### config.mk
export PLATFORM = sky130hd
export DESIGN_NAME = irq_ctrl
export DESIGN_NICKNAME = d
export VERILOG_FILES = /design/src/rtl/irq_ctrl.sv
export SDC_FILE = /design/constraint.sdc
export NUM_CORES = 1
export LEC_CHECK = 0
export CORE_MARGIN = 2
export CORE_UTILIZATION = 55
export DETAILED_ROUTE_END_ITERATION = 8
export DONT_BUFFER_PORTS = 1
export PLACE_DENSITY = 0.7
export SLEW_MARGIN = 20
export SYNTH_ARGS = -nofsm -noshare
export SYNTH_HDL_FRONTEND = slang
export SYNTH_SLANG_ARGS = --single-unit
### constraint.sdc
create_clock -name clk -period 3.6 [get_ports clk]
set_input_delay 0.36 -clock clk [delete_from_list [all_inputs] [get_ports clk]]
set_output_delay 0.36 -clock clk [all_outputs]
set_load 0.05 [all_outputs]
### src/rtl/irq_ctrl.sv
// irq_ctrl: priority interrupt controller with mask/pending/current registers and a PEND/SERVICE handshake.
// Define IRQ_CTRL_SYNC_EN to put a 2-flop synchronizer on every src_irq bit (adds two edges of latency).
module irq_ctrl #(
    parameter int NSRC = 6
) (
    input  logic            clk,
    input  logic            reset,
    input  logic [NSRC-1:0] src_irq,
    input  logic [1:0]      addr,
    input  logic            we,
    input  logic [31:0]     wdata,
    output logic [31:0]     rdata,
    input  logic            ack,
    output logic            irq_out,
    output logic [2:0]      irq_id
);
    typedef enum logic [1:0] {IDLE, PEND, SERVICE} state_t;
    state_t state, state_nxt;
    logic [NSRC-1:0] mask, pending, src_q, src_s, rise, clr, act_vec, pending_nxt, mask_nxt;
    logic [2:0] cur_id, req_id;
    logic take, eoi;
`ifdef IRQ_CTRL_SYNC_EN
    logic [NSRC-1:0] sync1, sync2;
    always_ff @(posedge clk or negedge reset)
        if (!reset) {sync2, sync1} <= '0;
        else {sync2, sync1} <= {sync1, src_irq};
    assign src_s = sync2;
`else
    assign src_s = src_irq;
`endif
    assign rise        = src_s & ~src_q;
    assign take        = state == PEND && ack;
    assign eoi         = we && addr == 2'd3;
    assign act_vec     = pending & mask;
    // a rising edge in the same cycle as a clear wins, so no event is lost
    assign clr         = (we && addr == 2'd1 ? wdata[NSRC-1:0] : '0) | (take ? NSRC'(1) << req_id : '0);
    assign pending_nxt = (pending & ~clr) | rise;
    assign mask_nxt    = we && addr == 2'd0 ? wdata[NSRC-1:0] : mask;
    always_comb begin
        req_id = '0;
        for (int i = NSRC - 1; i >= 0; i--)
            if (act_vec[i]) req_id = 3'(i);
    end
    always_ff @(posedge clk or negedge reset)
        if (!reset) state <= IDLE;
        else state <= state_nxt;
    // PEND drops as soon as the request vanishes, so irq_out never points at a stale source
    always_comb begin
        state_nxt = state;
        case (state)
            IDLE:    state_nxt = |act_vec ? PEND : IDLE;
            PEND:    state_nxt = take ? SERVICE : (|(pending_nxt & mask_nxt) ? PEND : IDLE);
            SERVICE: state_nxt = eoi ? IDLE : SERVICE;
            default: state_nxt = IDLE;
        endcase
    end
    always_comb begin
        irq_out = state == PEND;
        irq_id  = state == PEND ? req_id : state == SERVICE ? cur_id : '0;
    end
    always_ff @(posedge clk or negedge reset)
        if (!reset) begin
            mask    <= '0;
            pending <= '0;
            src_q   <= '0;
            cur_id  <= '0;
        end else begin
            mask    <= mask_nxt;
            pending <= pending_nxt;
            src_q   <= src_s;
            if (take) cur_id <= req_id;
        end
    always_comb
        rdata = addr == 2'd0 ? 32'(mask) : addr == 2'd1 ? 32'(pending) : addr == 2'd2 ? {29'b0, cur_id} : '0;
endmodule

Word level (Yosys, flattened, before mapping)
Index checks and enable logic that the tools add are counted.

Muxes and demuxes: 19. Shift operators: 1. Bitwise gates (word level): 8. Reductions and logical operators: 8. Equality and inequality tests: 5.

Operators with widths (count): 6-bit two-way mux (5); 3-bit two-way mux (9); 6-bit bitwise AND (4); 6-bit NOT (2); 6-bit bitwise OR (2); 6-bit OR reduction (2); 2-bit == test, second input constant (3); 2-bit one-hot mux with 3 select lines (1); 1-bit by 3-bit left shift with 6-bit output, first input constant (1); 2-bit by 1-bit == test with 1-bit output, second input constant (2); 1-bit logical AND (4); 2-bit zero test (2); 2-bit two-way mux (2); 1-bit two-way mux (2).

Bits in registers: 23. Word-level logic and storage cells: 46. Output and inout bits: 36. Bits of input ports: 44.

Depth between registers and ports, before layout
Gate-level depths: netlist of run 1.

Word-level depth: 18. Mapped depth: 7. Depth with buffers taken out: 6.

Worst setup path before layout of run 1
No wires, ideal clock.

Path type: input-to-output. From: input addr[1]. To: output rdata[2]. Buffers on the path: 1. Data required time: 3.240 ns. Arrival time: 1.712 ns. Path slack: 1.528 ns. Stages on the path: 3. Path through: buf_4 mux2i_1 o21ai_0.

Longest elaborated chain between the ends: 4. Elaborated cells on any way between the ends: 6. Classes of those cells: eq/ne (2); mux (3); reduce/logical (1).

RTL lines: start, declared (line 9) `input logic [1:0] addr,`; 2-bit == test (line 74) `rdata = addr == 2'd0 ? 32'(mask) : addr == 2'd1 ? 32'(pending) : addr == 2'd2 ? {29'b0, cur_id} : '0;`; 3-bit two-way mux (line 74); 6-bit two-way mux (line 74); 6-bit two-way mux * (line 74); end, declared (line 12) `output logic [31:0] rdata,`.

Mark *: on every way between the ends. The rest lies on a longest branch, timed or not.

Worst setup path after layout of run 1
From: register mask[1]. To: output irq_id[2].

Longest elaborated chain between the ends: 4.

RTL lines: start, declared (line 19) `logic [NSRC-1:0] mask, pending, src_q, src_s, rise, clr, act_vec, pending_nxt, mask_nxt;`; start signal, assigned (line 68) `mask <= mask_nxt;`; 6-bit bitwise AND (line 34) `assign act_vec = pending & mask;`; 3-bit two-way mux (2 in a row) (line 42) `if (act_vec[i]) req_id = 3'(i);`; 3-bit two-way mux (line 59) `irq_id = state == PEND ? req_id : state == SERVICE ? cur_id : '0;`; end, declared (line 15) `output logic [2:0] irq_id`.

No other way between the ends.

==> results of run 1 <==
==> path summary, 6_finish.rpt <==
check	from	end	slack [ps]	cells past startpoint
min reg2reg	cur_id[2]	cur_id[2]	540	1
min	reset	state[0]	7	1
max	mask[1]	irq_id[2]	1000	4
max in group asynchronous	reset	src_q[2]	3230	1
min in group clk	src_irq[3]	src_q[3]	50	0
max reg2reg	state[1]	state[0]	1520	6
==> cells in the mapped netlist <==
library cell,number,share of area (%)
o41ai_1,1,0.59
and3_1,1,0.42
inv_1,11,2.8
buf_4,27,14
a222oi_1,1,0.67
and2_1,1,0.42
nand4_1,1,0.42
a221oi_1,1,0.59
a22oi_1,4,2.0
o22ai_1,3,1.3
o31ai_2,1,0.84
buf_2,1,0.34
o32ai_2,1,1.1
a21o_1,1,0.51
nor4b_1,1,0.59
nor3_1,2,0.67
dfrtp_1,23,39
nand2_1,22,5.6
nand3_1,3,1.0
mux2i_1,8,5.4
conb_1,1,0.25
or2_2,1,0.42
nor2_1,7,1.8
or2b_1,1,0.51
o21bai_1,3,1.5
nor2b_1,6,2.5
o21ai_0,20,6.7
nor3b_4,1,1.3
nand3b_1,2,1.0
clkbuf_1,1,0.25
mux2_2,2,1.5
a21oi_1,6,2.0
nand2b_1,4,1.7
o221ai_2,1,1.0
==> power groups by stage <==
stage | sequential (mW) | clock [mW] | combinational [mW]
after floorplan | 0.363 | 0 | 0.404
after global placement | 0.380 | 0 | 0.413
after detailed placement | 0.382 | 0 | 0.423
after CTS | 0.377 | 0.128 | 0.430
after global routing | 0.387 | 0.136 | 0.464
final | 0.379 | 0.125 | 0.430
==> state kept, by name, summed over array words and instances, names as in the netlist <==
name,flops
mask,6
pending,6
src_q,6
cur_id,3
state,2
==> cell type report <==
| type | instances | area, µm² | area share, % |
|---|---|---|---|
| flip-flops and latches | 23 | 576 | 40.0 |
| clock inverters | 1 | 5.00 | 0.348 |
| inverters | 11 | 41.3 | 2.87 |
| well taps | 30 | 37.5 | 2.61 |
| repair buffers | 1 | 5.00 | 0.348 |
| multi-input cells | 132 | 752 | 52.3 |
| clock buffers | 3 | 22.5 | 1.57 |
==> layer usage <==
layer | part of all wire [%] | GRT usage, %
met5 | 0 | 0
met4 | 0.77 | 4.08
met3 | 8.3 | 3.26
met2 | 48 | 35.5
met1 | 43 | 26.4
==> worst max-delay path, stage by stage, from the launching register on <==
cell,delay (ps)
dfrtp_1,420
and2_1,210
a21oi_1,250
nand4_1,200
o22ai_1,840
==> stage by stage <==
| step | std cells | cell area (µm²) | power, mW | util (%) | setup slack (ps) |
|---|---|---|---|---|---|
| after floorplan | 195 | 1580 | 0.766 | - | 1530 |
| after global placement | 196 | 1410 | 0.793 | 55.8 | 1380 |
| after detailed placement | 196 | 1410 | 0.805 | 55.8 | 1370 |
| after CTS | 201 | 1440 | 0.935 | 57.2 | 1000 |
| after global routing | 201 | 1440 | 0.987 | 57.0 | 910 |
| final | 201 | 1440 | 0.934 | 57.0 | 1000 |
==> logic make-up (layout without fill, tap and decap cells) <==
logic type | Yosys count | count (layout) | share of synthesized area, %
simple gates | 53 | 53 | 18.3
compound gates | 43 | 43 | 18.9
buf+inv | 40 | 16 | 17.0
flops | 23 | 23 | 38.7
mux | 10 | 10 | 6.90
other cells | 1 | 26 | 0.252
==> repair_timing <==
item                                    in CTS  in global routing
setup buffers                                0                  0
hold buffers                                 1                  0
endpoints found under the hold margin       23                  0
endpoints found under the setup margin       0                  0
==> out/results.ini, run 1 <==
[outcome]
run_status=finished, final reports clean

[route]
drtPass1Iterations=4
postRouteAntennaNets=0
drtIter0Drc=37
total_routed_wirelength_um=3110
route.detailed.vias_per_inst=5.64
routedWlPerCell_um=15.5
drc=0
routed-via-count=1134

[synth]
ys_types=34
synth-seq-area-share_pct=38.7
synthesis.area_um2=1490
synth.yosys.warnings=0
post_synth.cell_area_avg_um2=8.74
gate_count_post_synth=170
synth.ff_latch_count=23

[global_routing]
grt_antenna_before_repair=0
grt_start_max_net_pins=24
grt_pass1_vias=1091
grt_first_pass_wirelength_um=5050
overall_global_routing_resource_usage_pct=20.2
grt-ovfl-total=0

[floorplan]
coreArea_um2=2520
chipWidth_um=56.0
die_height_um=56.0
floorplan.initialDensity_pct=58.9
design.die.area_um2=3130
placement_rows=18
io-pin-count=80

[sta]
final.setup_skew_ps=3.09
fmax_mhz=385
rsz0062_at_grt=false
final-hold-violation-count=0
slew_violations=0
setup_tns_ps=0
timing_worst_slew_pin_value_ps=1060
report.final.setup_viol=0
period_share_pct=72.2
slew_headroom_pct=30.3
hold-worst-slack_ps=7.11
post-route-min-period_ps=2600

[pwr]
power.share.combinational_pct=46.1
internal_power_mw=0.461
power.share.clock_pct=13.4
pwr_density_cell_nw_per_um2=649
p_leak_nw=0.673
switching_share_pct=50.6
irDropWorstVdd_uv=417
power.net_switching_mw=0.472
seq_power_share_pct=40.5

[critical_path]
setup.worst_path.end_class=output port
path_class=flop to output port
required_ps=3240
cp-start-kind=flop
worstPathMaxFanout=4
worst_path_arrival_time_ps=2240

[clock_tree]
clk_latency_ps=310
clock-root-buffer=clkbuf_4
cts_tree=yes
buffer_levels_on_the_longest_clock_path=2
clock-sinks=23
ctsResizeCount=0
cts-htree-levels=1
clkTransAtPathRegs_ps=140
cts_buffers=3

[place]
port-buffer-count=0
place_congestion=0.867
hpwl_um=2360

[finish]
commonest_non_fill_non_tap_cell_in_the_layout=conb_1
num_antenna_cells=0
filler_cell_count=233
layout-area-overhead-vs-synth_pct=-3.20
final_layout_size_suffix_gt1_share_pct=7.02
layout_common_cells=conb_1, dfrtp_1, nand2_1, o21ai_0, inv_1
final_net_count=216

[flow_run]
drv.max_cap_violation_count=0

[min_path]
hp-class=primary input to async pin

No activity file was read; power rests on OpenSTA's default activity.
==> inputs of run 2 (changes only) <==
==> constraint.sdc (replaced) <==
create_clock -name clk -period 2.48 [get_ports clk]
set_input_delay 0.248 -clock clk [delete_from_list [all_inputs] [get_ports clk]]
set_output_delay 0.248 -clock clk [all_outputs]
set_load 0.05 [all_outputs]
==> run 2 against run 1 <==
Against the previous run: utilization increased by 6.2 points; first-iteration DRC count stayed put; cell area is 11% higher; routed wire length shrank 4.3%; sequential share of layout area fell by 3.9 points; non-clock buffer count is 18 higher; critical endpoint is now irq_id[0].
==> out/results.ini, run 2 (synthesis results as in run 1) <==
[outcome]
run_status=finished, final reports clean

[global_routing]
grt_antenna_before_repair=0
grt-ovfl-total=0
grt_start_max_net_pins=24
overall_global_routing_resource_usage_pct=20.4
grt_pass1_vias=1134
grt_first_pass_wirelength_um=5120

[finish]
filler_cell_count=226
commonest_non_fill_non_tap_cell_in_the_layout=conb_1
final_net_count=234
post-route-cell-area_um2=1590
final_layout_size_suffix_gt1_share_pct=11.6
top_regs=mask (6), pending (6), src_q (6)
num_antenna_cells=0
layout_common_cells=conb_1, dfrtp_1, nand2_1, o21ai_0, inv_1
layout-area-overhead-vs-synth_pct=7.24

[pwr]
power.share.combinational_pct=49.0
power.net_switching_mw=0.685
internal_power_mw=0.729
switching_share_pct=48.4
irDropWorstVdd_uv=679
power.share.clock_pct=12.4
pwr_density_cell_nw_per_um2=888
seq_power_share_pct=38.5
p_leak_nw=0.757

[critical_path]
worst_path_max_delay_cell=dfrtp_1
path_delay_family=compound AO/OA/AOI/OAI gates
worst-path-buf-inv=1
worstPathMaxFanout=8
worst_path_arrival_time_ps=1840
timing.critical_path.cells=and2_1 > nand2b_1 > o221ai_2 > o22ai_1 > buf_4
required_ps=2230
cpPeakStageDelay_ps=410
cp-start-kind=flop
setup.worst_path.end_class=output port
path_class=flop to output port

[sta]
post-route-min-period_ps=2090
timing_worst_slew_pin_value_ps=516
setup_tns_ps=0
slew_headroom_pct=65.6
fmax_mhz=479
hold-worst-slack_ps=64.6
final-hold-violation-count=0
rsz0062_at_grt=false
period_share_pct=84.1
report.final.setup_viol=0
slew_violations=0
final.setup_skew_ps=4.25

[clock_tree]
cts_buffers=3
clock-root-buffer=clkbuf_4
clkTransAtPathRegs_ps=130
ctsResizeCount=0
clock-sinks=23
buffer_levels_on_the_longest_clock_path=2
cts_tree=yes
clk_latency_ps=310
cts-htree-levels=1

[floorplan]
io-pin-count=80
design.die.area_um2=3130
floorplan.initialDensity_pct=58.9
die_height_um=56.0
placement_rows=18
chipWidth_um=56.0
coreArea_um2=2520

[route]
drc=0
drtIter0Drc=37
total_routed_wirelength_um=2980
drtPass1Iterations=4
postRouteAntennaNets=0
routedWlPerCell_um=13.6
routed-via-count=1186
route.detailed.vias_per_inst=5.42

[place]
port-buffer-count=0
hpwl_um=2280
postPlaceCellArea_um2=1480
place_congestion=0.900

[min_path]
hp-class=primary input to flop

[flow_run]
drv.max_cap_violation_count=0

-- run 2: worst reg2reg max path: cells and delay by family (launching register included) --
family / cells / cell delay (ps)
AO/OA/AOI/OAI: 3 / 290
flip-flops: 1 / 460
AND/OR/NAND/NOR: 3 / 940
-- run 2: area by class of cell --
| type | count | area, µm² | share of cell area [%] |
|---|---|---|---|
| Multi-Input combinational cell | 132 | 752 | 47.2 |
| Sequential cell | 23 | 576 | 36.1 |
| Timing Repair Buffer | 19 | 160 | 10.0 |
| Inverter | 11 | 41.3 | 2.59 |
| Tap cell | 30 | 37.5 | 2.35 |
| Clock buffer | 3 | 22.5 | 1.41 |
| Clock inverter | 1 | 5.00 | 0.314 |
-- run 2: power by group through the flow --
stage               clock (mW)  sequential (mW)  combinational, mW
floorplan                    0            0.527              0.586
global placement             0            0.550              0.661
detailed placement           0            0.553              0.670
CTS                      0.183            0.545              0.689
global route             0.198            0.561              0.752
finish                   0.176            0.545              0.694
-- run 2: final timing paths --
path / from / end / slack [ps] / cells after the start
max in group asynchronous: reset / src_q[0] / 1700 / 2
max: mask[1] / irq_id[0] / 390 / 5
min reg2reg: cur_id[2] / cur_id[2] / 520 / 1
min: wdata[5] / mask[5] / 60 / 2
min in group asynchronous: reset / pending[5] / 440 / 2
max reg2reg: state[1] / state[0] / 690 / 6
-- run 2: routing by layer --
metal  vias to the layer above  share of wire [%]  GRT usage [%]  wire (µm)
met5                         -                  0              0          0
met4                         0               0.27           3.40          8
li1                        576                  -              -          -
met3                         2                9.5           6.05        284
met2                        58                 46           32.9       1370
met1                       550                 44           27.5       1320
-- run 2: through the flow --
step / util [%] / instances / total power [mW] / worst slack (ps)
floorplan: - / 195 / 1.11 / 524
global placement: 58.7 / 206 / 1.21 / 704
detailed placement: 58.7 / 206 / 1.22 / 691
CTS: 63.0 / 218 / 1.42 / 392
global route: 63.2 / 219 / 1.51 / 255
finish: 63.2 / 219 / 1.41 / 393
-- run 2: repair_timing --
action | CTS | global route
hold buffers | 8 | 1
buffers inserted | 0 | 0
endpoints found under the hold margin | 30 | 23
==> inputs of run 3 (changes only) <==
==> constraint.sdc (replaced) <==
create_clock -name clk -period 1.95 [get_ports clk]
set_input_delay 0.195 -clock clk [delete_from_list [all_inputs] [get_ports clk]]
set_output_delay 0.195 -clock clk [all_outputs]
set_load 0.05 [all_outputs]
==> run 3 against run 2 <==
Against the previous run: global-route usage grew 2.0 points; combinational power is 48% higher; utilization up 3.9 points; non-clock buffer count grew 8; register-to-register slack lost 520 ps; hold slack got worse by 55 ps; sequential share of layout area is 2.1 points lower; first-iteration DRC count is 30% higher; clock power rose by 32%; largest cell class unchanged.
==> out/results.ini, run 3 (synthesis results as in run 1) <==
[outcome]
run_status=finished, final reports clean

[min_path]
hold_path_end=mask[4]
worst_hold_path.num_cells=2
holdCritStartpoint=wdata[4]
hp-class=primary input to flop

[finish]
top_regs=mask (6), pending (6), src_q (6)
layout_common_cells=conb_1, dfrtp_1, nand2_1, buf_4, o21ai_0
final_net_count=242
multi_input_area_um2=790
post-route-cell-area_um2=1690
num_antenna_cells=0
filler_cell_count=197
sequential_cell_area_um2=576
final_layout_size_suffix_gt1_share_pct=17.8
layout-area-overhead-vs-synth_pct=13.8
commonest_non_fill_non_tap_cell_in_the_layout=conb_1

[critical_path]
worst_path_arrival_time_ps=1680
worst_r2r_endpoint=state[0]
worstPathMaxFanout=4
r2r-start=pending[1]
worst-path-buf-inv=2
cp-start-kind=flop
path_class=flop to output port
r2r_setup_slack_ps=170
cpMostUsedCell=buf_4
setup.worst_path.end_class=output port
path_delay_family=flip-flops
required_ps=1750
worst_path_max_delay_cell=dfrtp_1
timing.critical_path.cells=and2_4 > a21oi_4 > nand2_1 > buf_4 > o22ai_1 > buf_4
cpPeakStageDelay_ps=410
ff2ff_path_depth=7

[sta]
rsz0062_at_grt=false
final.setup.worst_slack_ps=73.5
post-route-min-period_ps=1880
hold-worst-slack_ps=9.52
slew_headroom_pct=64.6
period_share_pct=96.2
slew_violations=0
setup_tns_ps=0
report.final.setup_viol=0
final-hold-violation-count=0
timing_worst_slew_pin_value_ps=531
fmax_mhz=533
final.setup_skew_ps=3.14

[route]
routedWlPerCell_um=15.0
drtPass1Iterations=4
postRouteAntennaNets=0
drtIter0Drc=48
route.detailed.vias_per_inst=5.51
drc=0
total_routed_wirelength_um=3410
routed-via-count=1250

[clock_tree]
cts_buffers=3
clock-root-buffer=clkbuf_4
clk_latency_ps=320
clock-sinks=23
cts_tree=yes
cts-htree-levels=1
buffer_levels_on_the_longest_clock_path=2
clkTransAtPathRegs_ps=130

[pwr]
irDropWorstVdd_uv=840
power.share.clock_pct=11.9
switching_share_pct=48.2
power.net_switching_mw=0.946
internal_power_mw=1.02
seq_power_share_pct=35.6
power.share.combinational_pct=52.5
pwr_density_cell_nw_per_um2=1160
p_leak_nw=0.803

[flow_run]
drv.max_cap_violation_count=0

[global_routing]
grt_start_max_net_pins=24
grt_antenna_before_repair=0
overall_global_routing_resource_usage_pct=22.4
grt_pass1_vias=1199
grt_first_pass_wirelength_um=5600
grt-ovfl-total=0

[floorplan]
floorplan.initialDensity_pct=58.9
chipWidth_um=56.0
placement_rows=18
coreArea_um2=2520
io-pin-count=80
die_height_um=56.0
design.die.area_um2=3130

[place]
port-buffer-count=0
place_congestion=0.919
postPlaceCellArea_um2=1510
hpwl_um=2460
detailedPlace.worstSlack_ps=167

-- run 3: cell count changes in the layout (fill, tap and decap cells not counted), sizes merged --
cell	change
buf	+8
-- run 3: worst reg2reg max path, cell delays in order (launching register included) --
cell,delay [ps]
dfrtp_1,390
and2_4,200
nand2b_1,170
o221ai_4,120
buf_4,170
o41ai_1,310
and3_1,230
o31ai_2,70
-- run 3: stage by stage --
stage / utilization (%) / instances / total power [mW]
5_1_grt: 67.1 / 227 / 2.08
3_5_place_dp: 59.9 / 210 / 1.61
6_report: 67.1 / 227 / 1.96
3_3_place_gp: 59.9 / 210 / 1.59
2_1_floorplan: - / 195 / 1.41
4_1_cts: 65.4 / 224 / 1.91
-- run 3: routing by layer --
| metal | wire (µm) | vias to the layer above | part of all wire [%] | GRT usage [%] |
|---|---|---|---|---|
| li1 | - | 594 | - | - |
| met1 | 1400 | 581 | 41 | 29.1 |
| met2 | 1680 | 73 | 49 | 37.3 |
| met3 | 319 | 2 | 9.3 | 6.51 |
| met4 | 11 | 0 | 0.32 | 4.42 |
| met5 | 0 | - | 0 | 0 |
-- run 3: worst max-delay path by stage --
stage / start / to / slack (ps) / depth (start not counted)
after detailed placement: state[0] / state[0] / 170 / 6
after global routing: mask[1] / irq_id[1] / 4 / 6
after floorplan: mask[1] / irq_id[2] / 50 / 4
final: mask[1] / irq_id[1] / 70 / 6
after CTS: mask[1] / irq_id[1] / 3 / 6
after global placement: state[0] / state[0] / 230 / 6
-- run 3: cell type report --
type	count	area share, %
Multi-Input combinational cell	132	46.7
Sequential cell	23	34.0
Timing Repair Buffer	27	13.0
Inverter	11	2.44
Tap cell	30	2.22
Clock buffer	3	1.33
Clock inverter	1	0.296
-- run 3: power groups by stage --
stage	clock (mW)	sequential, mW	combinational [mW]
2_1_floorplan	0	0.670	0.745
3_3_place_gp	0	0.691	0.894
3_5_place_dp	0	0.695	0.914
4_1_cts	0.236	0.687	0.989
5_1_grt	0.260	0.716	1.11
6_report	0.233	0.700	1.03
-- run 3: timing repair --
action	CTS	global route
hold endpoints to repair	30	23
resized for setup	3	5
pin swaps	2	0
hold buffers	8	1
buffers inserted	2	2
endpoints found under the setup margin	3	4
